===== src/rtl/arcade_pkg.sv =====
// arcade_pkg: types and defaults shared by the arcade sprite/collision blocks.
//   coll_state_t          ship collision FSM state (ARMED / GRACE)
//   DEFAULT_GRACE_FRAMES  frames of ship invulnerability after a hit or reset
//   DEFAULT_N_AST         number of asteroid sprite units
//   DEFAULT_N_SHOT        number of shot sprite units
package arcade_pkg;

  typedef enum logic {ARMED, GRACE} coll_state_t;

  localparam int DEFAULT_GRACE_FRAMES = 120;
  localparam int DEFAULT_N_AST        = 8;
  localparam int DEFAULT_N_SHOT       = 4;

endpackage


===== src/rtl/sticky_flags.sv =====
// sticky_flags: W-bit set-only flag register with a frame-boundary snapshot.
//   clk, resetN  clock, asynchronous active-low reset
//   set   [W]    bits to OR into the flags
//   en           qualifies set (pixel inside the visible area)
//   clear        frame boundary: snapshot the flags and restart accumulation
//   flags [W]    running accumulation for the current frame
//   snap  [W]    one-cycle copy of flags, valid the clock after clear
module sticky_flags #(
  parameter int W = 1
) (
  input  logic         clk,
  input  logic         resetN,
  input  logic [W-1:0] set,
  input  logic         en,
  input  logic         clear,
  output logic [W-1:0] flags,
  output logic [W-1:0] snap
);

  logic [W-1:0] set_gated;

  assign set_gated = en ? set : '0;

  // NOTE: state registers use non-blocking assignments so every flop samples
  // the pre-edge values; blocking here would create order-dependent races.
  always_ff @(posedge clk or negedge resetN) begin
    if (!resetN) begin
      flags <= '0;
      snap  <= '0;
    end else begin
      // snap is a pulse: it carries the finished frame for exactly one cycle.
      snap  <= clear ? flags : '0;
      // The overlap seen on the clear cycle itself starts the new frame.
      flags <= (clear ? '0 : flags) | set_gated;
    end
  end

endmodule


===== src/rtl/collision_unit.sv =====
// collision_unit: per-frame ship/asteroid/shot collision detector.
//   clk, resetN   clock, asynchronous active-low reset
//   frame_start   one-cycle pulse on the first clock of each frame
//   active        pixel is inside the visible area
//   draw_ship     ship sprite drawing at this pixel
//   draw_ast      per-asteroid draw strobes [N_AST]
//   draw_shot     per-shot draw strobes [N_SHOT]
//   ship_hit      pulse: ship hit an asteroid last frame (suppressed in grace)
//   ast_hit       pulse vector: asteroid hit by a shot or the ship
//   shot_hit      pulse vector: shot hit an asteroid
//   frame_valid   pulse qualifying the hit outputs (clock after frame_start)
//   grace         level: ship invulnerable
//   hit_count     saturating count of asteroids hit by shots
// GRACE_FRAMES must be at least 1.
module collision_unit #(
  parameter int N_AST        = arcade_pkg::DEFAULT_N_AST,
  parameter int N_SHOT       = arcade_pkg::DEFAULT_N_SHOT,
  parameter int GRACE_FRAMES = arcade_pkg::DEFAULT_GRACE_FRAMES,
  parameter int CNT_W        = 16
) (
  input  logic              clk,
  input  logic              resetN,
  input  logic              frame_start,
  input  logic              active,
  input  logic              draw_ship,
  input  logic [N_AST-1:0]  draw_ast,
  input  logic [N_SHOT-1:0] draw_shot,
  output logic              ship_hit,
  output logic [N_AST-1:0]  ast_hit,
  output logic [N_SHOT-1:0] shot_hit,
  output logic              frame_valid,
  output logic              grace,
  output logic [CNT_W-1:0]  hit_count
);

  import arcade_pkg::*;

  localparam int GW = $clog2(GRACE_FRAMES + 1);
  localparam int PW = $clog2(N_AST + 1);
  localparam int SW = CNT_W + PW;
  localparam logic [GW-1:0]    GRACE_INIT = GW'(GRACE_FRAMES);
  localparam logic [CNT_W-1:0] CNT_MAX    = '1;

  logic              any_ast;
  logic              any_shot;
  logic              ship_set;
  logic [2*N_AST-1:0] ast_set;
  logic [N_SHOT-1:0] shot_set;

  logic              ship_flags;
  logic              ship_snap;
  logic [2*N_AST-1:0] ast_flags;
  logic [2*N_AST-1:0] ast_snap;
  logic [N_SHOT-1:0] shot_flags;
  logic              unused_flags;

  coll_state_t       state;
  logic [GW-1:0]     grace_cnt;
  logic              armed_at_publish;
  logic [PW-1:0]     shot_pop;
  logic [SW-1:0]     count_sum;
  logic [CNT_W-1:0]  count_next;

  assign any_ast  = |draw_ast;
  assign any_shot = |draw_shot;
  assign ship_set = draw_ship & any_ast;
  // Asteroid flags are split by cause: low half shot-caused (scored),
  // high half ship-caused (reported but not scored).
  assign ast_set  = {draw_ast & {N_AST{draw_ship}}, draw_ast & {N_AST{any_shot}}};
  assign shot_set = draw_shot & {N_SHOT{any_ast}};

  sticky_flags #(.W(1)) u_ship (
    .clk(clk), .resetN(resetN), .set(ship_set), .en(active),
    .clear(frame_start), .flags(ship_flags), .snap(ship_snap)
  );

  sticky_flags #(.W(2*N_AST)) u_ast (
    .clk(clk), .resetN(resetN), .set(ast_set), .en(active),
    .clear(frame_start), .flags(ast_flags), .snap(ast_snap)
  );

  sticky_flags #(.W(N_SHOT)) u_shot (
    .clk(clk), .resetN(resetN), .set(shot_set), .en(active),
    .clear(frame_start), .flags(shot_flags), .snap(shot_hit)
  );

  // Only the shot-caused asteroid accumulator feeds logic directly.
  assign unused_flags = ^{shot_flags, ast_flags[2*N_AST-1:N_AST]};

  assign ast_hit  = ast_snap[N_AST-1:0] | ast_snap[2*N_AST-1:N_AST];
  assign ship_hit = ship_snap & armed_at_publish;
  assign grace    = (state == GRACE);

  // Popcount over asteroids, so two shots on one asteroid score once.
  // NOTE: combinational blocks assign every output a default first so no
  // path leaves a variable unassigned, which would infer a latch.
  always_comb begin
    shot_pop = '0;
    for (int a = 0; a < N_AST; a++) begin
      shot_pop = shot_pop + PW'(ast_flags[a]);
    end
  end

  assign count_sum  = SW'(hit_count) + SW'(shot_pop);
  assign count_next = (count_sum > SW'(CNT_MAX)) ? CNT_MAX : count_sum[CNT_W-1:0];

  always_ff @(posedge clk or negedge resetN) begin
    if (!resetN) begin
      state            <= GRACE;
      grace_cnt        <= GRACE_INIT;
      armed_at_publish <= 1'b0;
      frame_valid      <= 1'b0;
      hit_count        <= '0;
    end else begin
      frame_valid      <= frame_start;
      // Captures the pre-publish state, so a hit that re-enters GRACE still pulses.
      armed_at_publish <= frame_start && (state == ARMED);
      if (frame_start) begin
        hit_count <= count_next;
        case (state)
          ARMED: begin
            if (ship_flags) begin
              state     <= GRACE;
              grace_cnt <= GRACE_INIT;
            end
          end
          GRACE: begin
            if (grace_cnt == GW'(1)) begin
              state     <= ARMED;
              grace_cnt <= '0;
            end else begin
              grace_cnt <= grace_cnt - GW'(1);
            end
          end
          default: state <= GRACE;
        endcase
      end
    end
  end

endmodule

===== config.mk =====
export PLATFORM = sky130hd
export DESIGN_NAME = collision_unit
export DESIGN_NICKNAME = d
export VERILOG_FILES = /design/src/rtl/arcade_pkg.sv /design/src/rtl/sticky_flags.sv /design/src/rtl/collision_unit.sv
export SDC_FILE = /design/constraint.sdc
export NUM_CORES = 1
export LEC_CHECK = 0
export ABC_AREA = 0
export CAP_MARGIN = 20
export CELL_PAD_IN_SITES_DETAIL_PLACEMENT = 1
export CELL_PAD_IN_SITES_GLOBAL_PLACEMENT = 1
export CORE_MARGIN = 5
export CORE_UTILIZATION = 43
export CTS_BUF_LIST = sky130_fd_sc_hd__clkbuf_8
export CTS_CLUSTER_DIAMETER = 100
export DETAILED_ROUTE_END_ITERATION = 16
export PLACE_DENSITY_LB_ADDON = 0.1
export SKIP_LAST_GASP = 1
export SLEW_MARGIN = 20
export SYNTH_ARGS = -nofsm -noshare
export SYNTH_HDL_FRONTEND = slang
export SYNTH_SLANG_ARGS = --single-unit

===== constraint.sdc =====
create_clock -name clk -period 4.32 [get_ports clk]
set_clock_uncertainty 0.05 [all_clocks]
set_input_delay 0.864 -clock clk [delete_from_list [all_inputs] [get_ports clk]]
set_output_delay 0.864 -clock clk [all_outputs]
set_load 0.01 [all_outputs]

==> results.toml <==
[status]
outcome = "completed"

[grt]
grt_pass1_vias = 2380
grt_pass1_wl_um = 11900
grt.overflow.total = 0
grt_max_degree = 38
grtUsageTotal_pct = 17.4
antenna_found_initial = 0

[placed_design]
port_buffers = 47
hpwl_um = 4780
place_area_mm2 = 0.00358
gp_congestion = 0.743

[hold_path]
hp-class = "reg -> reg"

[critical_path]
criticalPathCategory = "reg -> reg"
endpoint_kind = "flip-flop"
cpMostUsedCell = "fa_1"
max_stage_delay_ps = 550
arrival_ps = 4200
crit_chain = "fa_1 > inv_1 > fa_1 > fa_1 > fa_1 > fa_1 > nand2b_1 > a21oi_1 > nand3_1 > nand2_1 > mux2_2"
cp_max_fo = 12
crit_family = "adder cells"
cp-start-kind = "flip-flop"
cpMaxStageDelayCell = "fa_1"
path_buf_inv = 1
cp.required_ps = 4560

[routing]
drt_wl_total_um = 6870
viasPerCell = 5.13
via_count = 2196
firstDrtPassIters = 4
drt_iter0_markers = 49
wl_per_cell_um = 16.0
drc = 0
ant_nets = 0

[cts]
postCtsHoldBufs = 0
clk_latency_ps = 350
cts.clk_slew.worst_paths_ps = 70
root_buffer = "clkbuf_8"
clk_path_buf_depth = 2
clock_sinks = 68
cts_resized = 0
post_cts_buffers = 0
cts_tree = "built"
cts_buffers = 9
htree_levels = 3

[synthesis]
yosys.area.top_type = "dfrtp_1"
synth_cell_types = 44
ys_ff_latch = 68
synth_cells = 276
synth-main-ff-cell = "dfrtp_1"
synth_top_cells_by_area = "dfrtp_1 (52%), dfstp_2 (4.4%), a22o_1 (3.8%)"
synth_top_area_share_pct = 52.2
ys_seq_area_share_pct = 56.6
synth_area_mm2 = 0.00302
synth_edf_count = 0
avgSynthCellArea_um2 = 10.9
async_flop_share_pct = 100
ys.warnings.count = 0
syn_nets = 306

[power]
p_per_area_mw_per_mm2 = 565
p_int_uw = 1420
ir_worst_vdd_uv = 244
p_leak_uw = 0.00173
p_clk_share_pct = 27.1
seq_power_share_pct = 39.2
p_sw_uw = 727
comb_power_share_pct = 33.7
p_sw_share_pct = 33.8

[die]
pin_count = 48
fp.dieW_um = 93.8
die_area_mm2 = 0.00880
core_mm2 = 0.00683
floorplan.rows = 30
die_y_um = 93.8
initial_core_util_pct = 44.2

[finish]
final_area_mm2 = 0.00380
finalNetCount = 357
drive_above_1_share_pct = 12.7
antenna_cells = 0
syn_to_final_growth_pct = 26.0
fill_cells = 733

[sta]
hold_viol_final = 0
finalWorstPathRequiredPeriod_ps = 3960
maxSlewHeadroom_pct = 41.4
setup_viol = 0
tightest_slew_ps = 879
fmax_mhz = 253
setup_tns_ps = 0
period_share_pct = 91.6
final_max_slew_viol_count = 0
rsz0062_at_grt = "no"

[job]
cap_violations = 0
==> final timing paths <==
kind | startpoint | endpoint | slack (ps) | depth (start not counted)
max in group asynchronous | resetN | grace_cnt[4]$_DFFE_PN1P_ | 2750 | 2
worst max-delay path | hit_count[0]$_DFFE_PN0P_ | hit_count[13]$_DFFE_PN0P_ | 360 | 11
min in group asynchronous | resetN | u_ast.flags[14]$_DFF_PN0_ | 510 | 1
worst min-delay path | grace_cnt[5]$_DFFE_PN1P_ | grace_cnt[5]$_DFFE_PN1P_ | 440 | 2
worst max register to register | hit_count[0]$_DFFE_PN0P_ | hit_count[13]$_DFFE_PN0P_ | 360 | 11
worst min register to register | grace_cnt[5]$_DFFE_PN1P_ | grace_cnt[5]$_DFFE_PN1P_ | 440 | 2
==> per-layer routing <==
layer / vias to the layer above / track usage (%) / part of all wire (%)
met5: - / 0 / 0
met4: 0 / 8.30 / 2.1
met3: 10 / 3.69 / 3.2
met2: 38 / 26.0 / 48
met1: 1100 / 24.2 / 46
li1: 1048 / - / -
==> sequential cells by signal (all words and copies together) (netlist names) <==
name / flops
u_ast.flags: 16
grace_cnt: 7
u_ship.snap: 1
hit_count: 16
u_shot.flags: 4
u_shot.snap: 4
frame_valid: 1
u_ship.flags: 1
armed_at_publish: 1
u_ast.snap: 16
grace: 1
==> logic make-up (layout without fill, tap and decap cells) <==
group	Yosys count	count (layout)	synth area share [%]
fa+ha+maj	13	13	6.63
mux	2	2	0.746
simple gates	102	102	17.7
compound gates	62	62	13.8
xor+xnor	5	5	1.45
buf+inv	24	80	3.11
flops	68	68	56.6
==> final cells by class <==
| type | instances | area (µm²) | share of cell area [%] |
|---|---|---|---|
| sequential | 68 | 1710 | 44.9 |
| multi-input combinational | 184 | 1220 | 32.0 |
| timing repair buffer | 49 | 480 | 12.6 |
| clock buffer | 9 | 124 | 3.26 |
| tap | 96 | 120 | 3.16 |
| clock inverter | 7 | 98.8 | 2.60 |
| inverter | 15 | 56.3 | 1.48 |
==> cells in the mapped netlist, types with 2 or more instances <==
| cell type | number |
|---|---|
| a21oi_1 | 5 |
| a22o_1 | 13 |
| a31oi_1 | 5 |
| and2_1 | 16 |
| and3_1 | 2 |
| buf_2 | 3 |
| clkbuf_1 | 6 |
| dfrtp_1 | 63 |
| dfstp_2 | 5 |
| fa_1 | 5 |
| ha_1 | 8 |
| inv_1 | 15 |
| mux2_2 | 2 |
| nand2_1 | 27 |
| nand2b_1 | 2 |
| nand3_1 | 5 |
| nor2_1 | 21 |
| nor2_2 | 2 |
| nor2b_1 | 3 |
| nor3_1 | 3 |
| nor4_1 | 2 |
| o21ai_0 | 21 |
| o21ai_1 | 5 |
| o31a_1 | 2 |
| o31a_2 | 2 |
| o31ai_1 | 2 |
| or2_2 | 9 |
| or3_1 | 3 |
| xnor2_1 | 3 |
| xor2_1 | 2 |
==> cells in the final DEF (no fill, tap or decap), types with 3 or more instances in the layout <==
cell and n:
a21oi_1 5, dfstp_2 5, o21ai_1 6, a31oi_1 5, or2_2 9, or3_1 3
clkbuf_8 9, o21ai_0 20, ha_1 8, dfrtp_1 63, a22o_1 13, nand3_1 5
inv_1 15, nor3_1 3, nor2_1 21, fa_1 5, nor2b_1 3, nand2_1 27
clkdlybuf4s50_1 46, and2_1 16, xnor2_1 3
==> power groups by stage <==
stage,Combinational (µW),Sequential [µW],Clock [µW]
after floorplan,474,847,0
after global placement,713,849,0
after detailed placement,735,853,0
after CTS,738,844,599
after global routing,831,860,633
final,724,843,583
==> per-stage QoR <==
step	hold slack, ps	util (%)	setup WS (ps)	power [µW]	std cells
floorplan	392	-	662	1320	276
global placement	416	52.4	453	1560	412
detailed placement	421	52.4	344	1590	412
CTS	445	55.7	317	2180	428
global route	453	55.7	110	2320	428
finish	442	55.7	363	2150	428
==> tightest hold or removal path: stages, from the launching register on <==
cell and delay (ps):
dfstp_2 370, o21ai_1 60, o21ai_1 60
No activity file was read; power rests on OpenSTA's default activity.
